File: src/rtl/riscv_pkg.sv
// Shared encodings for the pipeline memory path: access sizes, controller FSM
// states, request owner and a size-to-byte-count helper.
package riscv_pkg;

  localparam logic [1:0] SZ_BYTE = 2'b00;
  localparam logic [1:0] SZ_HALF = 2'b01;
  localparam logic [1:0] SZ_WORD = 2'b10;

  typedef enum logic [1:0] {
    IDLE = 2'd0,
    RD   = 2'd1,
    WR   = 2'd2,
    DONE = 2'd3
  } mem_ctrl_state_t;

  typedef enum logic {
    OWN_IF  = 1'b0,
    OWN_MEM = 1'b1
  } mem_owner_t;

  // Encoding 11 is treated as a word access.
  function automatic logic [2:0] size_to_bytes(input logic [1:0] sz);
    case (sz)
      SZ_BYTE: return 3'd1;
      SZ_HALF: return 3'd2;
      default: return 3'd4;
    endcase
  endfunction

endpackage

File: src/rtl/mem_ctrl.sv
// Byte-serial controller sharing one 8-bit RAM port between instruction fetch
// and data access; MEM wins arbitration, each request is split into byte transfers.
module mem_ctrl
  import riscv_pkg::*;
#(
  parameter int ADDR_W = 32
) (
  input  logic              clk,
  input  logic              rst,
  input  logic              if_req_i,
  input  logic [ADDR_W-1:0] if_addr_i,
  output logic [31:0]       if_rdata_o,
  output logic              if_done_o,
  output logic              if_stall_o,
  input  logic              mem_req_i,
  input  logic              mem_we_i,
  input  logic [1:0]        mem_size_i,
  input  logic [ADDR_W-1:0] mem_addr_i,
  input  logic [31:0]       mem_wdata_i,
  output logic [31:0]       mem_rdata_o,
  output logic              mem_done_o,
  output logic              mem_stall_o,
  input  logic [7:0]        ram_din_i,
  output logic [7:0]        ram_dout_o,
  output logic [ADDR_W-1:0] ram_addr_o,
  output logic              ram_wr_o,
  output mem_ctrl_state_t   dbg_state_o
);

  mem_ctrl_state_t   r_state;
  mem_owner_t        r_owner;
  logic [2:0]        r_k;
  logic [2:0]        r_n;
  logic [ADDR_W-1:0] r_addr;
  logic [31:0]       r_wdata;
  logic [31:0]       r_rdata;

  logic [ADDR_W-1:0] w_addr_k;
  logic [1:0]        w_rd_lane;
  logic              w_xfer;
  logic              w_done_if;
  logic              w_done_mem;

  assign w_addr_k   = r_addr + ADDR_W'(r_k);
  // RAM data lags the address by one cycle, so counter k fills lane k-1.
  assign w_rd_lane  = 2'(r_k - 3'd1);
  assign w_xfer     = (r_state == RD) || (r_state == WR);
  assign w_done_if  = (r_state == DONE) && (r_owner == OWN_IF);
  assign w_done_mem = (r_state == DONE) && (r_owner == OWN_MEM);

  always_ff @(posedge clk) begin
    if (!rst) begin
      r_state <= IDLE;
      r_owner <= OWN_IF;
      r_k     <= 3'd0;
      r_n     <= 3'd0;
      r_addr  <= '0;
      r_wdata <= '0;
      r_rdata <= '0;
    end else begin
      case (r_state)
        IDLE: begin
          if (mem_req_i) begin
            r_owner <= OWN_MEM;
            r_addr  <= mem_addr_i;
            r_n     <= size_to_bytes(mem_size_i);
            r_wdata <= mem_wdata_i;
            r_rdata <= '0;
            r_k     <= 3'd0;
            r_state <= mem_we_i ? WR : RD;
          end else if (if_req_i) begin
            r_owner <= OWN_IF;
            r_addr  <= if_addr_i;
            r_n     <= 3'd4;
            r_wdata <= '0;
            r_rdata <= '0;
            r_k     <= 3'd0;
            r_state <= RD;
          end
        end
        RD: begin
          if (r_k != 3'd0) r_rdata[{w_rd_lane, 3'b000} +: 8] <= ram_din_i;
          if (r_k == r_n) r_state <= DONE;
          else            r_k     <= r_k + 3'd1;
        end
        WR: begin
          if (r_k == r_n - 3'd1) r_state <= DONE;
          else                   r_k     <= r_k + 3'd1;
        end
        DONE:    r_state <= IDLE;
        default: r_state <= IDLE;
      endcase
    end
  end

  // A write strobe must never escape while reset is asserted.
  assign ram_wr_o    = rst && (r_state == WR);
  assign ram_addr_o  = w_xfer ? w_addr_k : '0;
  assign ram_dout_o  = (r_state == WR) ? r_wdata[{r_k[1:0], 3'b000} +: 8] : 8'h00;

  assign if_done_o   = w_done_if;
  assign mem_done_o  = w_done_mem;
  assign if_rdata_o  = w_done_if  ? r_rdata : 32'h0;
  assign mem_rdata_o = w_done_mem ? r_rdata : 32'h0;

  assign if_stall_o  = if_req_i  && !w_done_if;
  assign mem_stall_o = mem_req_i && !w_done_mem;

  assign dbg_state_o = r_state;

endmodule

File: config.mk
export PLATFORM = sky130hd
export DESIGN_NAME = mem_ctrl
export DESIGN_NICKNAME = d
export VERILOG_FILES = /design/src/rtl/riscv_pkg.sv /design/src/rtl/mem_ctrl.sv
export SDC_FILE = /design/constraint.sdc
export NUM_CORES = 1
export LEC_CHECK = 0
export CAP_MARGIN = 10
export CORE_MARGIN = 2
export CORE_UTILIZATION = 42
export DETAILED_ROUTE_END_ITERATION = 7
export PLACE_DENSITY_LB_ADDON = 0.12
export RECOVER_POWER = 100
export SYNTH_ARGS = -nofsm -noshare
export SYNTH_HDL_FRONTEND = slang
export SYNTH_SLANG_ARGS = --single-unit
export TNS_END_PERCENT = 30
File: constraint.sdc
create_clock -name clk -period 2.3 [get_ports clk]
set_input_delay 0.575 -clock clk [delete_from_list [all_inputs] [get_ports clk]]
set_output_delay 0.575 -clock clk [all_outputs]
set_load 0.03 [all_outputs]
==> results of run 1 <==
metrics by stage:
stage | cell area, um^2 | cells | hold slack, ns | total power (uW) | TNS, ns
finish | 10200 | 1195 | 0.462 | 9080 | -13.85
global route | 10200 | 1195 | 0.478 | 9610 | -29.80
CTS | 9940 | 1193 | 0.464 | 8980 | -13.48
detailed placement | 9300 | 1171 | 0.454 | 7070 | -4.87
global placement | 9300 | 1171 | 0.447 | 6950 | -4.28
floorplan | 6750 | 751 | 0.438 | 5360 | -2.25
what timing repair did:
action / CTS / global route
setup endpoints to repair: 73 / 99
gates cloned: 0 / 1
buffers inserted: 7 / 4
pin swaps: 13 / 23
resized for setup: 126 / 53
hold buffers: 0 / 0
layout by cell type, fill, tap and decap left out, types with 10 or more instances in the layout:
cell type	netlist	routed
buf_4	1	129
clkdlybuf4s50_1	0	108
dfxtp_1	105	98
nand2_1	91	89
and2_1	55	47
buf_6	2	47
nand3_1	46	45
mux2i_1	44	44
a21boi_0	41	40
and3_1	37	37
o211a_1	31	31
a21oi_4	0	16
nand4_1	15	15
or4_4	0	14
clkbuf_2	0	14
nand2b_1	13	13
nor2b_1	14	12
nor2_1	21	11
nor2_4	0	10
clkbuf_16	0	10
cell families (layout without fill, tap and decap cells):
kind of cell	count (synthesis)	count (layout)	synth area share
buffers and inverters	80	336	0.0515
AO/OA/AOI/OAI	145	145	0.179
AND/OR/NAND/NOR	340	340	0.292
XOR/XNOR	15	15	0.0227
adder cells (fa/ha/maj)	14	14	0.0286
flip-flops	105	105	0.329
multiplexers	52	52	0.0972
Yosys cell counts, drive strengths merged, types with 13 or more instances:
cell,number,share of area
mux2i,44,0.069
o31ai,14,0.016
ha,13,0.025
and2,55,0.054
a21oi,17,0.013
dfxtp,105,0.33
nand3,46,0.036
nand2b,13,0.013
o211a,31,0.049
buf,18,0.015
or4,14,0.016
nand2,91,0.053
and3,37,0.036
nor2b,14,0.014
a21boi,41,0.048
nor2,21,0.012
clkbuf,52,0.031
nand4,15,0.015
power by group:
| part | total [uW] | internal, uW | switching, uW |
|---|---|---|---|
| Clock | 1610 | 889 | 722 |
| Combinational | 5050 | 2230 | 2820 |
| Sequential | 2410 | 2170 | 238 |
| Total | 9080 | 5290 | 3780 |
worst max-delay path, stage by stage (launching register included):
cell and delay (ns):
dfxtp_4 0.36, ha_4 0.15, fa_2 0.19, a21o_1 0.14
nand4_1 0.22, buf_6 0.23, or4_4 0.43, a21oi_4 0.17
buf_6 0.14
layout make-up:
cell class | instances | area [um^2]
Sequential cell | 105 | 2120
Multi-Input combinational cell | 566 | 4620
Timing Repair Buffer | 310 | 2840
Inverter | 10 | 38.8
Tap cell | 188 | 235
Clock inverter | 6 | 72.6
Clock buffer | 10 | 239
Fill cell | 1172 | 4870
flip-flops by register name, indices dropped and copies added (netlist names):
register,count
r_addr,32
r_rdata,32
r_k,3
dbg_state_o,2
r_wdata,32
r_n,3
r_owner,1
routing by layer:
layer | vias up | part of all wire | GRT usage
li1 | 3202 | - | -
met1 | 3046 | 0.43 | 0.291
met2 | 209 | 0.50 | 0.414
met3 | 23 | 0.053 | 0.0398
met4 | 0 | 0.015 | 0.0724
met5 | - | 0 | 0
how the worst max path moves through the flow:
stage                          from              to  slack, ns
final                        r_k[0]  ram_addr_o[26]      -0.64
after global routing         r_k[0]  ram_addr_o[26]      -0.66
after CTS                 r_addr[1]  ram_addr_o[25]      -0.59
after detailed placement     r_k[2]  ram_addr_o[25]      -0.29
after global placement    r_addr[1]  ram_addr_o[25]      -0.25
after floorplan              r_k[0]  ram_addr_o[26]      -0.15
==> flow_summary.json, run 1 <==
{
  "wl_um": 19600,
  "finalSetupViolations": 67,
  "vdd_drop_max_uv": 718,
  "fin_crit_sh": 1.28,
  "grt_pass1_wl_um": 31300,
  "drive_gt1_frac": 0.324,
  "r2r_slack_ns": -0.06,
  "drc_errors": 0,
  "r2r-end": "r_addr[2]",
  "place_ws_ns": -0.295,
  "hold_start": "r_wdata[20]",
  "vias_per_cell": 5.42,
  "die_h_um": 127,
  "holdCritPathClass": "reg2reg",
  "critPathArrivalTime_ns": 2.37,
  "dr_total_vias": 6480,
  "worstMarginPinSlew_ns": 0.845,
  "maxCapViolations": 0,
  "design.core.area_um2": 15000,
  "cts_tree": "built",
  "synthArstFlopShare": 0,
  "initial_utilization": 0.425,
  "antenna_found_initial": 0,
  "slew_headroom": 0.437,
  "clkTransAtPathRegs_ns": 0.08,
  "cts_sinks": 105,
  "syn_nets": 876,
  "clock_skew_ns": 0.0110,
  "portBuffers": 221,
  "final-hold-violation-count": 0,
  "setup_slack_ns": -0.645,
  "r2r-start": "dbg_state_o[1]",
  "dp_hpwl_um": 13700,
  "cts_made_buffers": 9,
  "setup.worst_path.start_class": "register",
  "path_class": "reg2out",
  "n_antenna_cell": 0,
  "fin_util": 0.676,
  "htree_levels": 3,
  "grt_pass1_vias": 6454,
  "synthToLayoutAreaGrowth_pct": 59.1,
  "die_w_um": 127,
  "p_leak_uw": 0.00446,
  "status": "finished with violations",
  "first_pass_iters": 5,
  "endpoint_kind": "output port",
  "grt_max_degree": 105,
  "grt-ovfl-total": 0,
  "ys_types": 54,
  "synth_edf_count": 0,
  "slew_violations": 0,
  "yosysWarnings": 0,
  "worstHoldEndpoint": "r_wdata[20]",
  "dr.first_iter.drc_count": 366,
  "rr_worst_depth": 8,
  "clk_latency_ns": 0.35,
  "io_pins": 222,
  "min_period_ns": 2.94,
  "syn_area_per_cell_um2": 8.50,
  "rows": 45,
  "rsz0062_at_grt": "true",
  "wire_per_inst_um": 16.4,
  "dieArea_um2": 16200,
  "violations": "negative setup slack",
  "powerDensity_nw_per_um2": 893,
  "fmaxAchievable_ghz": 0.340,
  "root_buffer": "clkbuf_16",
  "holdPathStages": 2,
  "track_usage": 0.234,
  "cp.required_ns": 1.73,
  "synth_top_flop_cell": "dfxtp_1",
  "ys_seq_area_frac": 0.329,
  "syn_inst": 751,
  "syn_area_um2": 6380,
  "ys_ff_latch": 105,
  "final_nets": 1127,
  "cts_buffer_depth": 2,
  "antenna_left": 0,
  "place_congestion": 0.828,
  "critical_path.max_fanout": 8
}
(Power assumes the default switching activity.)
==> run 2: changes to the inputs <==
- PLACE_DENSITY: not set -> 0.81
- PLACE_DENSITY_LB_ADDON: 0.12 -> not set
- SKIP_CTS_REPAIR_TIMING: not set -> 1
==> run 2 against run 1 <==
Against the previous run:
- the flow still finishes with violations (negative setup slack)
- power shrank 1.6%
- non-clock buffer count grew 7
- final area shrank 1.6%
- critical endpoint is now ram_addr_o[19]
==> flow_summary.json, run 2 (synthesis results as in run 1) <==
{
  "final_cells": 1202,
  "track_usage": 0.229,
  "critPathArrivalTime_ns": 2.27,
  "violations": "negative setup slack",
  "dieArea_um2": 16200,
  "reg_top3": "r_addr x32, r_rdata x32, r_wdata x32",
  "dr.first_iter.drc_count": 366,
  "slew_violations": 0,
  "grt_max_degree": 67,
  "cp.required_ns": 1.73,
  "powerDensity_nw_per_um2": 894,
  "cts_sinks": 105,
  "final_nets": 1134,
  "holdCritPathClass": "reg2reg",
  "r2r-start": "dbg_state_o[1]",
  "crit_buf_inv": 2,
  "rsz0062_at_grt": "true",
  "status": "finished with violations",
  "p_leak_uw": 0.00438,
  "endpoint_kind": "output port",
  "grt-ovfl-total": 0,
  "synthToLayoutAreaGrowth_pct": 56.6,
  "place_ws_ns": -0.261,
  "worstMarginPinSlew_ns": 0.891,
  "place_inst": 1176,
  "cp_slowest_cell": "or4_4",
  "min_period_ns": 2.84,
  "crit_start": "r_k[1]",
  "layout_common_cells": "156 x buf_4, 108 x clkdlybuf4s50_1, 99 x dfxtp_1",
  "crit_family": "simple AND/OR/NAND/NOR gates",
  "die_w_um": 127,
  "wl_um": 19500,
  "finalSetupViolations": 46,
  "setup_slack_ns": -0.545,
  "r2r-end": "r_k[0]",
  "place_congestion": 0.827,
  "n_antenna_cell": 0,
  "clkTransAtPathRegs_ns": 0.07,
  "io_pins": 222,
  "antenna_left": 0,
  "vias_per_cell": 5.47,
  "rows": 45,
  "slew_headroom": 0.406,
  "drive_gt1_frac": 0.311,
  "rr_worst_depth": 8,
  "grt_pass1_wl_um": 30100,
  "crit_chain": "ha_4, a211oi_2, or2_4, buf_6, or4_4, a21oi_4, buf_6",
  "clock_skew_ns": 0.00706,
  "die_h_um": 127,
  "final_common_cell": "buf_4",
  "drc_errors": 0,
  "dpl_cell_area_um2": 9310,
  "grt_pass1_vias": 6100,
  "crit_top_cell": "buf_6",
  "crit_path_end": "ram_addr_o[19]",
  "fillCellCount": 1223,
  "worstSetupPathDepth": 7,
  "worst_hold_slack_ns": 0.461,
  "cts_tree": "built",
  "final-hold-violation-count": 0,
  "htree_levels": 3,
  "r2r_slack_ns": -0.07,
  "portBuffers": 221,
  "dp_hpwl_um": 14100,
  "dr_total_vias": 6570,
  "antenna_found_initial": 0,
  "first_pass_iters": 5,
  "fin_area_um2": 10000,
  "fin_crit_sh": 1.24,
  "design.core.area_um2": 15000,
  "maxCapViolations": 0,
  "clk_latency_ns": 0.35,
  "vdd_drop_max_uv": 468,
  "slowest_delay_ns": 0.49,
  "path_class": "reg2out",
  "cts_buffer_depth": 2,
  "setup_tns_ns": -13.88,
  "root_buffer": "clkbuf_16",
  "cts_made_buffers": 9,
  "critical_path.max_fanout": 6,
  "wire_per_inst_um": 16.3,
  "initial_utilization": 0.425,
  "fmaxAchievable_ghz": 0.352,
  "setup.worst_path.start_class": "register"
}
==> run 2: changes by cell type in the layout (fill, tap and decap cells not counted), sizes merged <==
| cell | before | now |
|---|---|---|
| buf | 185 | 205 |
| clkbuf | 25 | 13 |
| bufinv | 1 | 0 |
| clkinvlp | 1 | 2 |
| inv | 12 | 11 |
==> run 2: worst min-delay path by stage <==
stage / end / slack [ns] / startpoint / cells after the start
final: r_wdata[24] / 0.46 / r_wdata[24] / 2
after global routing: r_wdata[21] / 0.48 / r_wdata[21] / 2
after CTS: r_wdata[25] / 0.46 / r_wdata[25] / 2
after detailed placement: r_wdata[25] / 0.45 / r_wdata[25] / 2
after global placement: r_wdata[24] / 0.45 / r_wdata[24] / 2
after floorplan: r_wdata[16] / 0.44 / r_wdata[16] / 2
==> run 2: report_power, final <==
| part | internal (uW) | leakage (uW) | total (uW) | switching, uW |
|---|---|---|---|---|
| Sequential | 2170 | 0.000863 | 2390 | 223 |
| Combinational | 2230 | 0.00338 | 5030 | 2800 |
| Clock | 800 | 0.000139 | 1510 | 709 |
| Total | 5200 | 0.00438 | 8930 | 3730 |
==> run 2: layout make-up <==
cell class / count / area, um^2 / share of cell area
flip-flops and latches: 105 / 2120 / 0.212
clock buffers: 11 / 253 / 0.0253
clock inverters: 5 / 37.5 / 0.00376
repair buffers: 317 / 2880 / 0.288
multi-input cells: 566 / 4440 / 0.444
inverters: 10 / 38.8 / 0.00388
well taps: 188 / 235 / 0.0235
==> run 2: through the flow <==
stage	utilization	power [uW]
4_1_cts	0.638	8580
3_3_place_gp	0.619	7000
6_report	0.665	8930
3_5_place_dp	0.619	7070
5_1_grt	0.665	9450
2_1_floorplan	-	5360
==> run 2: routing by layer <==
layer  vias to the layer above  track usage  part of all wire
li1                       3212            -                 -
met3                        26       0.0369             0.053
met1                      3108        0.289              0.43
met4                         0       0.0724             0.018
met5                         -            0                 0
met2                       224        0.401              0.50
==> run 2: worst reg2reg max path, stage by stage (launching register included) <==
cell and delay, ns:
dfxtp_1 0.31, clkbuf_1 0.12, inv_1 0.09, ha_1 0.15, clkbuf_2 0.68, nor3b_1 0.35
nor2_1 0.13, nand3_1 0.17, mux2i_1 0.26
